==> config.mk <==
export PLATFORM = sky130hd
export DESIGN_NAME = conv3x3_mac_rgb888
export DESIGN_NICKNAME = d
export VERILOG_FILES = /design/src/rtl/conv3x3_mac_rgb888.sv
export SDC_FILE = /design/constraint.sdc
export NUM_CORES = 1
export LEC_CHECK = 0
export CORE_MARGIN = 4
export CORE_UTILIZATION = 45
export DETAILED_ROUTE_END_ITERATION = 7
export GPL_TIMING_DRIVEN = 1
export HOLD_SLACK_MARGIN = 0.06
export PLACE_DENSITY = 0.66
export SYNTH_ARGS = -nofsm -noshare
export SYNTH_HDL_FRONTEND = slang
export SYNTH_SLANG_ARGS = --single-unit
==> constraint.sdc <==
create_clock -name iClk -period 9.2 [get_ports iClk]
set_clock_uncertainty 0.2 [all_clocks]
set_input_delay 2.3 -clock iClk [delete_from_list [all_inputs] [get_ports iClk]]
set_output_delay 2.3 -clock iClk [all_outputs]
set_load 0.01 [all_outputs]
==> src/rtl/conv3x3_mac_rgb888.sv <==
// conv3x3_mac_rgb888: sequential 3x3 convolution over an RGB888 window.
// One window is captured per valid pulse, one tap per cycle is accumulated
// for each colour channel, and the rounded, shifted, clamped result is
// written out with a raster-order address for the result BRAM.
module conv3x3_mac_rgb888 #(
   parameter int DATA_W = 24,
   parameter int COEF_W = 8,
   parameter int ADDR_W = 17,
   parameter int DEPTH  = 130560,
   parameter int ACC_W  = 21
) (
   input  logic                  iClk,
   input  logic                  iRst,
   input  logic                  iEn,
   input  logic                  iValid,
   input  logic [DATA_W-1:0]     iWin0,
   input  logic [DATA_W-1:0]     iWin1,
   input  logic [DATA_W-1:0]     iWin2,
   input  logic [DATA_W-1:0]     iWin3,
   input  logic [DATA_W-1:0]     iWin4,
   input  logic [DATA_W-1:0]     iWin5,
   input  logic [DATA_W-1:0]     iWin6,
   input  logic [DATA_W-1:0]     iWin7,
   input  logic [DATA_W-1:0]     iWin8,
   input  logic [9*COEF_W-1:0]   iCoef,
   input  logic [3:0]            iShift,
   output logic                  oBusy,
   output logic [DATA_W-1:0]     oPixel,
   output logic                  oValid,
   output logic [ADDR_W-1:0]     oAddr,
   output logic                  oFrameDone,
   output logic                  oOverrun
);

   localparam int PROD_W = COEF_W + 9;
   localparam logic [ADDR_W-1:0] LAST_ADDR = ADDR_W'(DEPTH - 1);

   typedef enum logic [1:0] {IDLE, MAC, SAT, OUT} state_t;

   state_t                    state;
   logic [DATA_W-1:0]         winQ  [9];
   logic signed [COEF_W-1:0]  coefQ [9];
   logic [3:0]                shiftQ;
   logic [3:0]                tap;
   logic signed [ACC_W-1:0]   accR, accG, accB;
   logic                      validQ, frameQ;
   logic [DATA_W-1:0]         pixSel;
   logic signed [COEF_W-1:0]  coefSel;

   // Unsigned 8-bit pixel times signed coefficient, sign-extended to ACC_W.
   function automatic logic signed [ACC_W-1:0] mul(input logic [7:0] px,
                                                   input logic signed [COEF_W-1:0] c);
      logic signed [PROD_W-1:0] a, b, p;
      a = {{(PROD_W-8){1'b0}}, px};
      b = {{(PROD_W-COEF_W){c[COEF_W-1]}}, c};
      p = a * b;
      return {{(ACC_W-PROD_W){p[PROD_W-1]}}, p};
   endfunction

   // Round-half-up, arithmetic shift, then clamp to 0..255.
   function automatic logic [7:0] sat8(input logic signed [ACC_W-1:0] a,
                                       input logic [3:0] sh);
      logic signed [ACC_W-1:0] rnd, r;
      rnd = (sh == 4'd0) ? '0 : (ACC_W'(1) << (sh - 4'd1));
      r   = (a + rnd) >>> sh;
      if (r < 0)
         return '0;
      else if (r > 255)
         return '1;
      else
         return r[7:0];
   endfunction

   // Select the current tap's pixel and coefficient from the captured window.
   always_comb begin
      pixSel  = winQ[tap];
      coefSel = coefQ[tap];
   end

   // Control FSM, per-channel accumulators and registered result outputs.
   always_ff @(posedge iClk or negedge iRst) begin
      if (!iRst) begin
         state    <= IDLE;
         tap      <= '0;
         shiftQ   <= '0;
         accR     <= '0;
         accG     <= '0;
         accB     <= '0;
         oPixel   <= '0;
         oAddr    <= '0;
         validQ   <= 1'b0;
         frameQ   <= 1'b0;
         oOverrun <= 1'b0;
         for (int unsigned k = 0; k < 9; k++) begin
            winQ[k]  <= '0;
            coefQ[k] <= '0;
         end
      end else if (iEn) begin
         validQ <= 1'b0;
         frameQ <= 1'b0;
         if (iValid && state != IDLE)
            oOverrun <= 1'b1;
         case (state)
            IDLE: begin
               if (iValid) begin
                  winQ[0] <= iWin0;
                  winQ[1] <= iWin1;
                  winQ[2] <= iWin2;
                  winQ[3] <= iWin3;
                  winQ[4] <= iWin4;
                  winQ[5] <= iWin5;
                  winQ[6] <= iWin6;
                  winQ[7] <= iWin7;
                  winQ[8] <= iWin8;
                  for (int unsigned k = 0; k < 9; k++)
                     coefQ[k] <= iCoef[k*COEF_W +: COEF_W];
                  shiftQ <= iShift;
                  accR   <= '0;
                  accG   <= '0;
                  accB   <= '0;
                  tap    <= '0;
                  state  <= MAC;
               end
            end
            MAC: begin
               accR <= accR + mul(pixSel[23:16], coefSel);
               accG <= accG + mul(pixSel[15:8],  coefSel);
               accB <= accB + mul(pixSel[7:0],   coefSel);
               if (tap == 4'd8)
                  state <= SAT;
               else
                  tap <= tap + 4'd1;
            end
            SAT: begin
               oPixel <= {sat8(accR, shiftQ), sat8(accG, shiftQ), sat8(accB, shiftQ)};
               validQ <= 1'b1;
               frameQ <= (oAddr == LAST_ADDR);
               state  <= OUT;
            end
            OUT: begin
               oAddr <= (oAddr == LAST_ADDR) ? '0 : oAddr + ADDR_W'(1);
               state <= IDLE;
            end
            default: state <= IDLE;
         endcase
      end
   end

   // Strobes are held in registers but masked while the block is frozen.
   assign oBusy      = (state != IDLE);
   assign oValid     = validQ & iEn;
   assign oFrameDone = frameQ & iEn;

endmodule

# After elaboration in Yosys (flattened, before gate mapping)
# Cells that the tools add are included.
[totals]
out_inout_bits = 45
elab_cells = 101
inputBits = 296
reg_bits = 405
[classes]
muxes = 26
n_bitwise = 3
shift = 4
reduce_logical = 12
eq_ne = 8
magnitude_cmp = 7
addsub = 9
multipliers = 3
[ops]
columns = ["cell", "count"]
rows = [
  ["case mux 21 bit (2 select lines)", 3],
  ["binary-select mux 24 bit (select 4 bit)", 1],
  ["2-to-1 mux 8 bit", 8],
  ["adder 21 x 17 -> 21 bit", 3],
  ["adder 21 bit", 3],
  ["> comparator 21 x 9 -> 1 bit (second input constant)", 3],
  ["< comparator 21 x 1 -> 1 bit (second input constant)", 3],
  [">>> shifter 21 x 4 -> 21 bit", 3],
  ["multiplier 9 x 8 -> 17 bit", 3],
  ["2-to-1 mux 24 bit", 2],
  ["2-to-1 mux 21 bit", 2],
  ["binary-select mux 8 bit (select 4 bit)", 1],
  ["<< shifter 1 x 4 -> 21 bit (first input constant)", 1],
  ["adder 17 x 1 -> 17 bit (second input constant)", 1],
  ["equality test 17 bit (second input constant)", 1],
  ["2-to-1 mux 17 bit", 1],
  ["AND reduction 3 bit", 3],
  ["2-to-1 mux 4 bit", 2],
  ["case mux 2 bit (4 select lines)", 1],
  ["case mux 4 bit (2 select lines)", 1],
  ["!= test 2 bit (second input constant)", 3],
  ["AND reduction 2 bit", 3],
  ["greater-or-equal comparator 5 bit (second input constant)", 1],
  ["inverter 4 -> 5 bit", 1],
  ["13 further kinds", 18],
]

# Depth between registers and ports, before layout
[depth]
depth_word = 8
ltp_mapped = 34
depth_no_buf = 30

# Worst setup path before layout
# Ideal clock, no wire load.
[synth_path]
kind = "flip-flop to flip-flop"
from = "register tap[0]"
to = "register accG[20]"
required_ps = 8931
setup_slack_ps = 1285
arrival_time_ps = 7646
stages_incl_launch_ff = 31
setup_ps = 69
period_less_slack_ps = 7915
path_buffers = 4
cell_sequence = "dfrtp_1 clkbuf_1 clkbuf_1 buf_1 mux4_2 mux2i_1 nor2_1 a21oi_1 clkbuf_1 nor2_1 fa_1 inv_1 fa_1 fa_1 fa_1 inv_1 ha_1 ha_1 nor2b_1 o21ai_0 a21boi_0 o21ai_0 a21boi_0 o21ai_0 a21boi_0 o21ai_0 a21oi_1 o2111ai_1 nand3_1 or3_1 nand3_1"
[synth_between]
elab_chain_cells = 7
word_cells_on_any_way = 10
cone_classes = "add/sub (1); mul (1); mux (7); bitwise (1)"
[synth_rtl]
columns = ["item", "line", "text"]
rows = [
  ["start, declared", "44", "logic [3:0] tap;"],
  ["start signal, assigned", "132", "tap <= tap + 4'd1;"],
  ["inverter 4 -> 5 bit (not written as such) *", "76, 77", ""],
  ["binary-select mux 24 bit (select 4 bit) or binary-select mux 8 bit (select 4 bit) (tied branches)", "76, 77", ""],
  ["2-to-1 mux 24 bit (not written as such) or 2-to-1 mux 8 bit (tied branches) (2 in a row)", "76, 77", ""],
  ["multiplier 9 x 8 -> 17 bit *", "56", "p = a * b;"],
  ["adder 21 x 17 -> 21 bit *", "127", "accG <= accG + mul(pixSel[15:8], coefSel);"],
  ["case mux 21 bit (2 select lines) *", "103", "case (state)"],
  ["end signal, assigned", "127", ""],
  ["end, declared", "45", "logic signed [ACC_W-1:0] accR, accG, accB;"],
]
# Mark *: on every way between the ends. The rest lies on a longest branch, timed or not. The select of a mux whose other input is x is not followed.
# A chain may end at the register's enable or synchronous reset.

# Final worst setup path
# Ends and elaborated chain as after synthesis.

==> summary.md <==
| Metric | Value |
|---|---|
| Status | `completed` |
| Critical path class | `flop to flop` |
| HP Class | `flop to flop` |
| Distinct cells, synth | `87` |
| RSZ-0062 raised after global routing | `false` |
| Primary FF master, synth | `dfrtp_1` |
| Arr. time, crit path | `8390 ps` |
| Syn_area_per_cell | `8.40 sq um` |
| Fillers | `6585` |
| Starting Density | `0.457` |
| Vias post-DR | `28200` |
| Clk_lat worst skew | `590 ps` |
| Io pins | `341` |
| Worst Setup Start Kind | `flop` |
| Initial DRT Pass Iterations | `6` |
| Grt ovf | `0` |
| CP peak stage delay | `820 ps` |
| Post-CTS resize count | `0` |
| Crit path top cell by count | `fa_1` |
| Std cell rows | `98` |
| Share of the synthesized area in the top cell type | `0.308` |
| First-pass GRT wire length | `159000 microns` |
| IO Port Bufs | `340` |
| CP Buf/Inv Count | `3` |
| Yosys reg bits | `405` |
| FMAX | `124 MHz` |
| Final Critical Period | `8080 ps` |
| Slowest cell on crit path | `dfrtp_4` |
| Clk buf depth | `3` |
| Sink Count | `405` |
| Global Route met2 Usage | `0.407` |
| Synth area leaders | `dfrtp_1, nand2_1, fa_1` |
| CTS tree | `yes` |
| YS warnings | `0` |
| Die area | `0.0775 sq mm` |
| Total CTS buffers | `44` |
| Chip height | `278 microns` |
| Final setup fails | `0` |
| Most common cell in the netlist | `nand2_1` |
| Vias per cell | `5.54` |
| Area occupied by multi-input gates | `0.0208 sq mm` |
| Iter 0 DRT Violations | `2428` |
| Number of synthesized flops with an enable pin | `0` |
| # nets final | `4789` |
| Clk Tree Root Cell | `clkbuf_16` |
| Fraction of registers with async set/reset | `1.00` |
| Sequential area share after synthesis | `0.308` |
| Routed len/inst | `19.7 microns` |
| CP Capture Type | `flop` |
| WHS Path Cells | `1` |
| Setup TNS | `0 ps` |
| Worst-path clk slew | `60 ps` |
| Critical path fanouts, max | `40` |
| Drt drc | `0` |
| Layout cells sized above 1 | `0.0622` |
| Core area | `0.0720 sq mm` |
| H-tree Lvls | `2` |
| Top cells by count, synth | `nand2_1, dfrtp_1, inv_1` |
| Area leader, netlist | `dfrtp_1` |
| Total track usage | `0.255` |
| Fin. max-slew vios | `0` |
| Ratio of final minimum period to clock period | `0.878` |
| Post-CTS Setup Inserts | `0` |
| Delay-heaviest family, CP | `adder cells` |
| Register Area | `0.0101 sq mm` |
| Hpwl dp | `77100 microns` |
| Detail Route Antenna Nets | `0` |
| Pin count of the biggest net entering global routing | `190` |
| Mapped Cells | `3915` |
| Initial antenna violation count | `10` |
| Count of max-cap constraint violations | `0` |
| Final wirelength | `100000 microns` |
| CP Depth | `26` |
| GR Util met1 | `0.361` |
| WP data required | `9500 ps` |
| Vias in the first global route | `27700` |
| Die W | `278 microns` |
| Synthesized cell area | `0.0329 sq mm` |
| Worst r2r path cells | `26` |
| Rel. slew slack | `0.167` |
| Area growth, synth to finish | `17.1%` |
| CTS Hold Buffers Added | `0` |
| Worst-Margin Slew | `1230 ps` |
| M3 GR Usage | `0.0326` |
| Grt peak-use layer | `met2` |
| Final GP Congestion | `0.922` |
| Final hold violation count | `0` |
-- cells by family after synthesis --
kind of cell    Yosys count  share of synthesized area
compound gates          630                      0.123
xor+xnor                130                     0.0346
fa+ha+maj               390                      0.183
buf+inv                 537                     0.0617
flops                   405                      0.308
mux                     153                     0.0768
other cells               1                   0.000114
simple gates           1669                      0.213
-- area by class of cell --
class                      count  share of cell area
clock buffer                  61              0.0321
antenna                        6            0.000390
clock inverter                19             0.00624
inverter                     305              0.0297
tap                          950              0.0309
timing repair buffer         380              0.0976
sequential                   405               0.263
multi-input combinational   2975               0.540
-- metal layers --
metal | vias up | wire, microns
met5 | - | 42
met4 | 6 | 3970
met3 | 191 | 5680
met2 | 963 | 45900
met1 | 13600 | 44800
li1 | 13500 | -
-- placed cells by master (no fill, tap or decap), types with 61 or more instances in the layout --
cell	n
clkdlybuf4s50_1	339
a21oi_1	175
mux4_2	78
inv_1	303
ha_1	229
dfrtp_1	398
nand3_1	88
mux2i_1	61
o21ai_0	145
nor2_1	210
fa_1	153
nand2_1	1149
xnor2_1	93
-- registers in the layout, indices dropped and copies added, names as in the netlist --
name / cells
validQ: 1
tap: 4
oOverrun: 1
oPixel: 24
coefQ: 72
accG: 21
frameQ: 1
shiftQ: 4
accR: 21
state: 2
accB: 21
oAddr: 17
winQ: 216
-- path summary, 6_finish.rpt --
kind / start / to / slack [ps]
setup / recovery: tap[0]$_DFFE_PN0P_ / accG[20]$_DFFE_PN0P_ / 1120
hold / removal: oOverrun$_DFFE_PN0P_ / oOverrun$_DFFE_PN0P_ / 270
setup reg to reg: tap[0]$_DFFE_PN0P_ / accG[20]$_DFFE_PN0P_ / 1120
hold reg to reg: oOverrun$_DFFE_PN0P_ / oOverrun$_DFFE_PN0P_ / 270
max in group asynchronous: iRst / winQ[25]$_DFFE_PN0P_ / 5730
min in group asynchronous: iRst / oPixel[19]$_DFFE_PN0P_ / 1530
-- metrics by stage --
| stage | setup WS (ps) | cells | instance area (sq um) | hold slack [ps] | util |
|---|---|---|---|---|---|
| after global routing | 328 | 5099 | 38500 | 292 | 0.535 |
| after detailed placement | 1170 | 5015 | 37000 | 257 | 0.515 |
| after floorplan | 1280 | 3917 | 32900 | 240 | - |
| after global placement | 1340 | 5015 | 37000 | 251 | 0.515 |
| after CTS | 1120 | 5095 | 38500 | 272 | 0.535 |
| final | 1120 | 5101 | 38500 | 270 | 0.535 |
Power is not shown: default switching activity piles up to over one toggle a cycle in this logic, so the estimate is an artifact.
